$ cat src/rtl/rv32i_types_pkg.sv
// rv32i_types_pkg: shared RV32I load/store size type and lane helpers.
package rv32i_types_pkg;
  typedef enum logic [2:0] {LB = 3'b000, LH = 3'b001, LW = 3'b010, LBU = 3'b100, LHU = 3'b101} load_t;
  function automatic logic [3:0] rev4(input logic [3:0] b);
    return {b[0], b[1], b[2], b[3]};
  endfunction
endpackage

$ cat src/rtl/dmem_extender.sv
// dmem_extender: picks the lowest enabled lane of a bus word and sign/zero-extends it.
module dmem_extender
  import rv32i_types_pkg::*;
(
  input  logic [31:0] word,
  input  logic [3:0]  lanes,
  input  load_t       load_type,
  output logic [31:0] data
);
  logic [1:0] lane;
  logic [7:0] b;
  logic [15:0] h;
  always_comb begin
    lane = lanes[0] ? 2'd0 : lanes[1] ? 2'd1 : lanes[2] ? 2'd2 : lanes[3] ? 2'd3 : 2'd0;
    b = word[{lane, 3'b000} +: 8];
    h = lane[1] ? word[31:16] : word[15:0];
    data = load_type == LB  ? {{24{b[7]}}, b} :
           load_type == LBU ? {24'd0, b} :
           load_type == LH  ? {{16{h[15]}}, h} :
           load_type == LHU ? {16'd0, h} : word;
  end
endmodule

$ cat src/rtl/lsu_bus_ctrl.sv
// lsu_bus_ctrl: turns one memory-stage load/store into a generic bus access with
// misalignment faults, flush squashing and load-result extension.
module lsu_bus_ctrl
  import rv32i_types_pkg::*;
#(
  parameter string BUS_ENDIANNESS = "little"
) (
  input  logic        CLK,
  input  logic        RST,
  input  logic        req_valid,
  output logic        req_ready,
  input  logic        dren,
  input  logic        dwen,
  input  logic [31:0] addr,
  input  logic [3:0]  byte_en,
  input  load_t       load_type,
  input  logic [31:0] store_data,
  input  logic [4:0]  reg_rd,
  input  logic        mal_addr,
  input  logic        flush,
  output logic [31:0] bus_addr,
  output logic        bus_ren,
  output logic        bus_wen,
  output logic [3:0]  bus_byte_en,
  output logic [31:0] bus_wdata,
  input  logic [31:0] bus_rdata,
  input  logic        bus_busy,
  output logic        wb_valid,
  output logic [4:0]  wb_rd,
  output logic [31:0] wb_data,
  output logic        st_done,
  output logic        fault_valid,
  output logic        fault_is_load,
  output logic [31:0] fault_addr,
  output logic        lsu_busy
);
  typedef enum logic [1:0] {IDLE, ACCESS, RESP} state_t;
  localparam bit LITTLE = (BUS_ENDIANNESS == "little");
  state_t state, next;
  logic [31:0] addr_q, wdata_q, rdata_q, wb_data_q, ext;
  logic [3:0] lanes_q;
  load_t type_q;
  logic [4:0] rd_q, wb_rd_q;
  logic load_q, squash_q, accept, go, pulse;
  assign req_ready = state == IDLE && !flush && !RST;
  assign accept = req_valid && req_ready && (dren || dwen);
  assign go = accept && !mal_addr;
  assign lsu_busy = state != IDLE;
  assign bus_addr = addr_q;
  assign bus_byte_en = lanes_q;
  assign bus_wdata = wdata_q;
  assign wb_data = wb_valid ? ext : wb_data_q;
  assign wb_rd = wb_valid ? rd_q : wb_rd_q;
  always_ff @(posedge CLK or posedge RST) begin
    if (RST) state <= IDLE;
    else state <= next;
  end
  always_comb begin
    next = state == IDLE && go ? ACCESS :
           state == ACCESS && !bus_busy ? RESP :
           state == RESP ? IDLE : state;
    bus_ren = state == ACCESS && load_q;
    bus_wen = state == ACCESS && !load_q;
    pulse = state == RESP && !squash_q && !flush;
    wb_valid = pulse && load_q;
    st_done = pulse && !load_q;
  end
  // A flush seen anywhere in ACCESS sticks until RESP so the late response is dropped.
  always_ff @(posedge CLK or posedge RST) begin
    if (RST) begin
      addr_q <= '0;
      lanes_q <= '0;
      type_q <= LB;
      rd_q <= '0;
      load_q <= 1'b0;
      wdata_q <= '0;
      rdata_q <= '0;
      squash_q <= 1'b0;
      fault_valid <= 1'b0;
      fault_addr <= '0;
      fault_is_load <= 1'b0;
      wb_data_q <= '0;
      wb_rd_q <= '0;
    end else begin
      if (go) begin
        addr_q <= addr;
        lanes_q <= !dren && LITTLE ? rev4(byte_en) : byte_en;
        type_q <= load_type;
        rd_q <= reg_rd;
        load_q <= dren;
        wdata_q <= load_type inside {LB, LBU} ? {4{store_data[7:0]}} :
                   load_type inside {LH, LHU} ? {2{store_data[15:0]}} : store_data;
      end
      if (state == ACCESS && !bus_busy) rdata_q <= bus_rdata;
      squash_q <= state == ACCESS && (squash_q || flush);
      fault_valid <= accept && mal_addr;
      if (accept && mal_addr) begin
        fault_addr <= addr;
        fault_is_load <= dren;
      end
      if (wb_valid) begin
        wb_data_q <= ext;
        wb_rd_q <= rd_q;
      end
    end
  end
  dmem_extender u_ext (
    .word(rdata_q),
    .lanes(lanes_q),
    .load_type(type_q),
    .data(ext)
  );
endmodule
$ cat config.mk
export PLATFORM = sky130hd
export DESIGN_NAME = lsu_bus_ctrl
export DESIGN_NICKNAME = d
export VERILOG_FILES = /design/src/rtl/rv32i_types_pkg.sv /design/src/rtl/dmem_extender.sv /design/src/rtl/lsu_bus_ctrl.sv
export SDC_FILE = /design/constraint.sdc
export NUM_CORES = 1
export LEC_CHECK = 0
export CAP_MARGIN = 20
export CORE_MARGIN = 4
export CORE_UTILIZATION = 50
export CTS_CLUSTER_SIZE = 25
export DETAILED_ROUTE_END_ITERATION = 16
export PLACE_DENSITY = 0.92
export SYNTH_ARGS = -nofsm -noshare
export SYNTH_HDL_FRONTEND = slang
export SYNTH_SLANG_ARGS = --single-unit
$ cat constraint.sdc
create_clock -name CLK -period 8.95 [get_ports CLK]
set_input_delay 0.895 -clock CLK [delete_from_list [all_inputs] [get_ports CLK]]
set_output_delay 0.895 -clock CLK [all_outputs]
set_load 0.1 [all_outputs]
== Word level (Yosys, flattened, before mapping) ==
Cells that the tools add are included.
Widths: inputs -> output; s select.

* Bits in registers: 183
* Bits in latches: 0
* Memory bits (writable): 0
* ROM bits: 0
* Bits of input ports: 116
* Word-level logic and storage cells: 70
* Memories: 0

* $add $sub $neg: 0
* Multipliers: 0
* Div/mod/pow operators: 0
* Magnitude comparators: 0
* Equality and inequality tests: 8
* Shifts and indexed selects: 1
* Mux-type cells: 17
* Bitwise logic cells: 0
* Reduce and logical (&&, ||, !) cells: 30

{| class="wikitable"
|+ Operators by type and width
! operator !! number
|-
| $mux 32 || 7
|-
| $shiftx 32x6->8 || 1
|-
| $mux 16 || 1
|-
| $logic_and 1x1->1 || 15
|-
| $mux 2 || 7
|-
| $eq 3x3->1 const B || 4
|-
| $eq 3x1->1 const B || 2
|-
| $logic_not 1->1 || 6
|-
| $logic_not 3->1 || 2
|-
| $reduce_bool 2->1 || 3
|-
| $mux 5 || 1
|-
| $mux 4 || 1
|-
| $reduce_bool 3->1 || 1
|-
| $eq 2x1->1 const B || 1
|-
| $eq 2x2->1 const B || 1
|-
| $logic_not 2->1 || 1
|-
| $logic_or 1x1->1 || 2
|}

== Depth between registers and ports, before layout ==
Gate-level depths: netlist of the first run.

* Word-level depth: 10
* Mapped depth: 6
* Gate-level depth less buffers: 5

== Hierarchy ==
From an unflattened synthesis of the first run, not the netlist that was laid out.

* Cells, all modules: 589
* Area, all modules: 8,122.8 um^2

{| class="wikitable"
|+ By module, submodules not included
! module !! times used !! cells each !! area an instance (um^2) !! sequential area each (um^2)
|-
| lsu_bus_ctrl || 1 || 451 || 7,218.2 || 4,579.4
|-
| dmem_extender || 1 || 138 || 904.6 || 0.0
|}

== Worst setup path before layout of the first run ==
Ideal clock, no wire load.

* Kind: in2out
* Start: input flush
* End: output wb_data[27]
* Data arrival time: 4.207 ns
* Data required time: 8.055 ns
* Path slack: 3.848 ns
* Cell stages on the path: 6
* Path buffers: 1
* Path through: nor4b_1 nand2_1 inv_2 buf_1 nor2_1 a31oi_1

* Longest elaborated chain between the ends: 4

{| class="wikitable"
|+ RTL lines
! item !! RTL line !! source
|-
| from (decl) || lsu_bus_ctrl.sv:20 || <nowiki>input logic flush,</nowiki>
|-
| $logic_not 1->1 || lsu_bus_ctrl.sv:64 || <nowiki>pulse = state == RESP && !squash_q && !flush;</nowiki>
|-
| $logic_and 1x1->1 || lsu_bus_ctrl.sv:64 ||
|-
| $logic_and 1x1->1 || lsu_bus_ctrl.sv:65 || <nowiki>wb_valid = pulse && load_q;</nowiki>
|-
| named net wb_valid || lsu_bus_ctrl.sv:28 || <nowiki>output logic wb_valid,</nowiki>
|-
| $mux 32 || -- ||
|-
| to (decl) || lsu_bus_ctrl.sv:30 || <nowiki>output logic [31:0] wb_data,</nowiki>
|}

The timed path passes the listed nets, and every way through them passes these cells.

== Worst setup path in the final report of the first run ==
* Start: input flush
* End: output wb_data[5]

* Longest elaborated chain between the ends: 4

{| class="wikitable"
|+ RTL lines
! item !! RTL line
|-
| $logic_not 1->1 || lsu_bus_ctrl.sv:64
|-
| $logic_and 1x1->1 || lsu_bus_ctrl.sv:64
|-
| $logic_and 1x1->1 || lsu_bus_ctrl.sv:65
|-
| $mux 32 || --
|}

Every way passes these cells.

==> run summary, run 1 <==
Status - complete, no violations
Post-synth EDFFs - 0
Worst slew pin tran - 1.06 ns
Worst setup EP type - output pin
CP max FO - 40
DRC viols - 0
Syn_nets - 777
DR vias/cell - 5.59
Max Freq - 0.179 GHz
Final slew viol count - 0
Via count - 6,319
# Post-CTS Setup Buffers - 0
Synthesized area per cell - 12.2 um^2
Hold Crit Class - flip-flop to flip-flop
Critical Path AT - 4.69 ns
GRT overflow - 0
Area grow syn2layout - 40.7%
YS warnings - 0
Fin crit share - 0.624
Main combinational cell family by area after synthesis - multiplexers
Synth Area in Simple Gates - 0.0834
Die width - 135 um
First-pass GRT wire length - 36,200 um
WP data required - 8.06 ns
Ys async rst share - 1.00
H-Tree Depth - 4
Setup TNS - 0 ns
Gpl congestion - 0.880
Clk buf depth - 2
RSZ-0062 raised after global routing - no
Antenna-violating nets left - 0
DR WL/cell - 20.5 um
TritonRoute pass-1 iters - 5
Initial antenna violation count - 0
Syn Inst Count - 661
Die area - 18,200 um^2
Post_cts resized - 0
Minimum clock period - 5.58 ns
All-layer global routing usage - 0.256
Post-synthesis xor/xnor area fraction - 0
Fillers - 1,052
FF-to-FF setup slack - 6.19 ns
CTS tree - yes
Hold WS - 0.479 ns
Clock Tree Root - clkbuf_16
Vias in the first global route - 6,697
Core area - 15,800 um^2
Detailed Route WL - 23,100 um
DR iter-0 viols - 528
Post-synthesis mux area share - 0.215
Adder-cell share of the synthesized area - 0
PortBufs - 260
Most common cell after layout, fill and taps aside - clkdlybuf4s50_1
I/O pin cnt - 261
Synth Flop Type - dfrtp_1
FF+latch count, synth - 183
Crit path launch type - input pin
Most frequent cells in the layout - clkdlybuf4s50_1, dfrtp_1, mux2_2
Mapped cell area - 8040 um^2
Max cap viols - 0
DIE HEIGHT - 135 um
N_diodes - 0
Rows - 46
Area of the multi-input gates - 3210 um^2
Max-slew headroom - 0.291
R2R Path Start - bus_byte_en[1]$_DFFE_PP0P_
Pin count of the biggest net entering global routing - 101
Starting Density - 0.508
Final Hold Viols - 0
Share of layout cells above drive strength 1 - 0.178
Seq/Total Area, Yosys - 0.569
Register area - 4580 um^2
Compound-Gate Fraction of Synth Area - 0.100
Clk Latency, worst-skew pair - 0.42 ns
Clock transition at path regs - 0.07 ns
Clock Sinks - 183
Final Util - 0.715
CP Launch Point - flush
WS Path Type - input pin to output pin
Final clock skew - 0.00788 ns
Nets@finish - 1,019
Number of distinct library cells after synthesis - 38
Number of CTS-inserted buffers - 17
Finished Cell Area - 11,300 um^2
HPWL Detailed - 16,600 um
Area after DPL - 10,700 um^2
Hold_buf cts - 0
Hold_sp - wb_rd_q[1]$_DFF_PP0_
Setup violators final - 0
[metal layers]
metal  vias up  wire [um]  global-route usage
li1       2852          -                   -
met1      3117       8720               0.300
met2       292      11600               0.436
met3        58       2040              0.0857
met4         0        812               0.100
met5         -          0                   0
[through the flow]
step | std cells | setup WS (ns)
floorplan | 661 | 3.08
detailed placement | 1098 | 3.41
global route | 1130 | 3.08
global placement | 1098 | 3.44
finish | 1130 | 3.37
CTS | 1128 | 3.37
[logic make-up (layout without fill, tap and decap cells)]
group	Yosys count	after routing
buffers and inverters	52	305
and+or+nand+nor	138	138
AOI/OAI and AO/OA	131	131
muxes	157	157
DFF	183	183
[synth_stat cells (6+ instances only)]
master | number | share of area
a21oi_1 | 47 | 0.029
dfrtp_1 | 183 | 0.57
a21boi_0 | 9 | 0.0084
mux2_1 | 7 | 0.0098
nor2_1 | 56 | 0.026
a31oi_1 | 25 | 0.019
buf_6 | 6 | 0.0084
mux2i_1 | 33 | 0.041
o31ai_1 | 8 | 0.0075
nor2b_1 | 8 | 0.0062
nand2_1 | 41 | 0.019
mux2_2 | 117 | 0.16
o21ai_0 | 20 | 0.012
clkbuf_1 | 31 | 0.014
nor4b_1 | 14 | 0.015
[sequential cells by signal, summed over array words and instances, names as in the netlist]
| name | count |
|---|---|
| bus_addr | 32 |
| bus_byte_en | 4 |
| bus_wdata | 32 |
| fault_addr | 32 |
| fault_is_load | 1 |
| fault_valid | 1 |
| load_q | 1 |
| rd_q | 5 |
| rdata_q | 32 |
| squash_q | 1 |
| state | 2 |
| type_q | 3 |
| wb_data_q | 32 |
| wb_rd_q | 5 |
[critical path, stage by stage]
cell	delay [ns]
clkdlybuf4s50_1	0.44
nor4b_1	0.39
nand2_1	0.10
buf_4	0.27
inv_2	0.54
o21ai_0	0.47
o211ai_1	0.38
clkdlybuf4s50_1	1.19
[final timing paths]
kind | to | depth (start not counted)
setup / recovery | wb_data[5] | 8
max in group asynchronous | fault_addr[24]$_DFFE_PP0P_ | 4
hold reg to reg | wb_rd_q[1]$_DFF_PP0_ | 2
setup reg to reg | wb_data_q[8]$_DFF_PP0_ | 4
hold / removal | wb_rd_q[1]$_DFF_PP0_ | 2
min in group asynchronous | squash_q$_DFF_PP0_ | 2
[cell type report]
cell class	count	area share
flip-flops and latches	183	0.405
multi-input cells	426	0.283
repair buffers	270	0.240
clock buffers	23	0.0422
well taps	216	0.0239
clock inverters	7	0.00409
inverters	5	0.00210
Power of run 1 is left out: the tool's default activity adds up to more than one toggle a clock period on the data nets, which glitch-free logic cannot reach.
==> run 2: changes to the inputs <==
--- a/config.mk
+++ b/config.mk
@@ -7,10 +7,10 @@
 export LEC_CHECK = 0
 export CAP_MARGIN = 20
 export CORE_MARGIN = 4
-export CORE_UTILIZATION = 50
+export CORE_UTILIZATION = 46
 export CTS_CLUSTER_SIZE = 25
 export DETAILED_ROUTE_END_ITERATION = 16
-export PLACE_DENSITY = 0.92
+export PLACE_DENSITY = 0.86
 export SYNTH_ARGS = -nofsm -noshare
 export SYNTH_HDL_FRONTEND = slang
 export SYNTH_SLANG_ARGS = --single-unit
==> constraint.sdc (replaced) <==
create_clock -name CLK -period 5.5 [get_ports CLK]
set_input_delay 0.55 -clock CLK [delete_from_list [all_inputs] [get_ports CLK]]
set_output_delay 0.55 -clock CLK [all_outputs]
set_load 0.1 [all_outputs]
==> run 2 against run 1 <==
Against the previous run:
- sequential share of layout area hardly changed
- core utilization is 5.9 points lower
- count of clock-buffer cells in the layout is 6 lower
- hold slack worse by 0.0023 ns
- final cell count is 0.88% higher
- register-to-register slack worse by 3.4 ns
- setup slack worse by 1.9 ns
- first-iteration DRC count is 1.1% higher
- flip-flop and latch count stayed put
- clock skew is 0.0014 ns higher
- die area is 8.2% higher
- global-route usage is 2.3 points lower
==> run summary, run 2 (synthesis results as in run 1) <==
WS Path Type - input pin to output pin
H-Tree Depth - 4
Most common cell after layout, fill and taps aside - clkdlybuf4s50_1
Hold Path End - wb_rd_q[3]$_DFF_PP0_
Register area - 4580 um^2
Critical-path cell list - clkdlybuf4s50_1 > nor4b_1 > nand2_1 > buf_4 > inv_2 > o21ai_0 > o211ai_1 > buf_4
Fillers - 1,267
Worst path most repeated cell - buf_4
DRC viols - 0
Antenna-violating nets left - 0
N_diodes - 0
Max-slew headroom - 0.294
Minimum clock period - 4.02 ns
Die area - 19,700 um^2
DIE HEIGHT - 140 um
DR vias/cell - 5.46
GRT overflow - 0
RSZ-0062 raised after global routing - no
Slowest CP cell - inv_2
Hold_sp - wb_rd_q[3]$_DFF_PP0_
Hold_buf cts - 0
Post_cts resized - 0
Area grow syn2layout - 40.6%
Setup TNS - 0 ns
Max Freq - 0.249 GHz
HPWL Detailed - 16,300 um
Clk Latency, worst-skew pair - 0.43 ns
Clock Tree Root - clkbuf_16
FF-to-FF setup slack - 2.84 ns
Initial antenna violation count - 2
Worst setup EP type - output pin
Core area - 17,200 um^2
Hold depth - 2
Die width - 140 um
R2R Path Start - state[0]$_DFFE_PP0P_
Buf/Inv on CP - 4
FF-to-FF End - wb_data_q[5]$_DFF_PP0_
# Post-CTS Setup Buffers - 0
CP max FO - 40
TritonRoute pass-1 iters - 5
Rows - 48
Share of layout cells above drive strength 1 - 0.224
Area of the multi-input gates - 3210 um^2
Number of CTS-inserted buffers - 17
DR iter-0 viols - 534
Reg2reg path depth - 6
CTS tree - yes
Clock Sinks - 183
Final Hold Viols - 0
First-pass GRT wire length - 36,200 um
All-layer global routing usage - 0.232
Pin count of the biggest net entering global routing - 103
Fin crit share - 0.730
Gpl congestion - 0.809
DR WL/cell - 20.1 um
Nets@finish - 1,018
Final clock skew - 0.00932 ns
Cell family with most CP delay - buffers and inverters
PortBufs - 260
Via count - 6,229
Crit path launch type - input pin
Worst slew pin tran - 1.06 ns
Setup violators final - 0
Status - complete, no violations
Critical Path AT - 3.47 ns
Detailed Route WL - 22,900 um
I/O pin cnt - 261
WP data required - 4.95 ns
Clock transition at path regs - 0.07 ns
Vias in the first global route - 6,529
Final slew viol count - 0
Starting Density - 0.467
CP Launch Point - flush
Max cap viols - 0
Clk buf depth - 2
Most frequent cells in the layout - clkdlybuf4s50_1, dfrtp_1, mux2_2
Hold Crit Class - flip-flop to flip-flop
CP max stage delay - 0.54 ns
-- run 2: cell types whose count changed in the layout (fill, tap and decap cells not counted), sizes merged --
cell | previous run | this run
clkdlybuf4s50 | 260 | 222
buf | 10 | 47
clkbuf | 23 | 17
inv | 6 | 11
bufinv | 0 | 3
-- run 2: final cells by class --
class | count | share of cell area
repair buffers | 269 | 0.230
well taps | 225 | 0.0249
clock buffers | 17 | 0.0376
multi-input cells | 426 | 0.284
inverters | 5 | 0.00199
flip-flops and latches | 183 | 0.405
clock inverters | 15 | 0.0168
-- run 2: how the worst max path moves through the flow --
stage          cells after the start  slack (ns)    endpoint
6_report                           8        1.48  wb_data[4]
5_1_grt                            8        1.29  wb_data[3]
4_1_cts                            8        1.46  wb_data[4]
3_5_place_dp                       8        1.47  wb_data[3]
3_3_place_gp                       8        1.52  wb_data[6]
2_1_floorplan                      6        0.86  wb_data[0]
-- run 2: per-layer routing --
layer / vias to the layer above / part of all wire / global-route usage
met5: - / 0.00057 / 0
met4: 2 / 0.019 / 0.0673
met3: 40 / 0.11 / 0.0976
met2: 287 / 0.49 / 0.382
met1: 3045 / 0.39 / 0.281
li1: 2855 / - / -
-- run 2: worst min-delay path, cell delays in order, from the launching register on --
cell and delay [ns]:
dfrtp_1 0.33, nand2_1 0.04, nand2_1 0.07
-- run 2: metrics by stage --
step	hold slack, ns	utilization	std cells	area (um^2)	worst slack [ns]
detailed placement	0.459	0.620	1108	10700	1.47
CTS	0.478	0.656	1140	11300	1.46
finish	0.477	0.656	1140	11300	1.48
floorplan	0.460	-	661	8050	0.865
global route	0.501	0.656	1140	11300	1.29
global placement	0.457	0.620	1108	10700	1.52
Power of run 2 is left out for the same reason.
==> run 3: changes to the inputs <==
==> constraint.sdc (replaced) <==
create_clock -name CLK -period 3.7 [get_ports CLK]
set_input_delay 0.37 -clock CLK [delete_from_list [all_inputs] [get_ports CLK]]
set_output_delay 0.37 -clock CLK [all_outputs]
set_load 0.1 [all_outputs]
==> run 3 against run 2 <==
Against the previous run:
- via count rose by 1.9%
- critical path depth shrank 3
- flip-flop and latch count stayed put
- wire length is 1.7% higher
- global-route usage is 0.53 points higher
- count of clock-buffer cells in the layout did not move
- critical path type is now flip-flop to output pin
==> run summary, run 3 (synthesis results as in run 1) <==
DRC viols - 0
Status - complete, no violations
DR vias/cell - 5.53
R2R Path Start - state[0]$_DFFE_PP0P_
Crit path launch type - flip-flop
All-layer global routing usage - 0.238
Number of CTS-inserted buffers - 17
Gpl congestion - 0.890
PortBufs - 260
CP max FO - 17
Clock Tree Root - clkbuf_16
Detailed Route WL - 23,300 um
Hold_buf cts - 0
Pin count of the biggest net entering global routing - 68
Most frequent cells in the layout - clkdlybuf4s50_1, dfrtp_1, mux2_2
# Post-CTS Setup Buffers - 0
Final Hold Viols - 0
Post_cts resized - 0
Fin crit share - 0.849
Most common cell after layout, fill and taps aside - clkdlybuf4s50_1
Vias in the first global route - 6,694
Final worst setup slack - 0.560 ns
Die width - 140 um
I/O pin cnt - 261
Worst slew pin tran - 1.05 ns
DIE HEIGHT - 140 um
WS Path Type - flip-flop to output pin
DR WL/cell - 20.3 um
Setup violators final - 0
Worst setup EP type - output pin
TritonRoute pass-1 iters - 5
Clock Sinks - 183
Minimum clock period - 3.14 ns
CP Launch Point - bus_byte_en[1]$_DFFE_PP0P_
Max Freq - 0.319 GHz
Non-Filler Instances - 1,147
Placed cell count - 1,115
WP data required - 3.33 ns
Initial antenna violation count - 0
Final clock skew - 0.0130 ns
Via count - 6,345
Share of layout cells above drive strength 1 - 0.246
Clk Latency, worst-skew pair - 0.44 ns
Clock transition at path regs - 0.07 ns
Die area - 19,700 um^2
Worst Setup Slack post-DPL - 0.766 ns
Core area - 17,200 um^2
Starting Density - 0.467
Nets@finish - 1,025
Critical Path AT - 2.77 ns
Setup TNS - 0 ns
Max cap viols - 0
Hold Crit Class - input pin to async pin
DR iter-0 viols - 495
Antenna-violating nets left - 0
Max-slew headroom - 0.295
Final slew viol count - 0
CTS tree - yes
First-pass GRT wire length - 36,900 um
RSZ-0062 raised after global routing - no
Clk buf depth - 2
HPWL Detailed - 16,900 um
GRT overflow - 0
Rows - 48
Area grow syn2layout - 48.3%
H-Tree Depth - 4
N_diodes - 0
## run 3: cell count changes in the layout (fill, tap and decap cells not counted), sizes merged
cell and change:
buf +9, bufinv -2, clkdlybuf4s50 -2, clkinv +2
## run 3: final timing paths
path	to	slack (ns)	depth (start not counted)
max in group asynchronous	fault_addr[13]$_DFFE_PP0P_	2.23	3
hold / removal	squash_q$_DFF_PP0_	0.45	2
min in group CLK	bus_wdata[24]$_DFFE_PP0P_	0.49	1
setup / recovery	wb_data[17]	0.56	5
hold reg to reg	bus_wdata[24]$_DFFE_PP0P_	0.49	1
setup reg to reg	bus_wdata[31]$_DFFE_PP0P_	1.36	4
## run 3: critical path, stage by stage, from the launching register on
cell and delay (ns):
dfrtp_1 0.67, or2_2 0.34, o21ai_0 0.10, a211o_1 0.53, a31oi_1 0.46, buf_12 0.23
## run 3: stage by stage
step                hold WS (ns)  utilization  area [um^2]
CTS                        0.473        0.692        11900
detailed placement         0.474        0.657        11300
finish                     0.455        0.692        11900
floorplan                  0.460            -         8110
global placement           0.467        0.657        11300
global route               0.512        0.692        11900
## run 3: area by class of cell
cell class,count,area (um^2)
clock buffer,17,425
clock inverter,15,180
timing repair buffer,276,3160
fill,1163,5310
inverter,5,22.5
multi-input combinational,426,3270
tap,225,282
sequential,183,4580
## run 3: layer usage
layer | share of wire | vias to the layer above | global-route usage
met3 | 0.096 | 43 | 0.0922
met1 | 0.38 | 3146 | 0.289
met2 | 0.50 | 280 | 0.393
li1 | - | 2876 | -
met4 | 0.022 | 0 | 0.0729
met5 | 0 | - | 0
Power of run 3 is left out for the same reason.
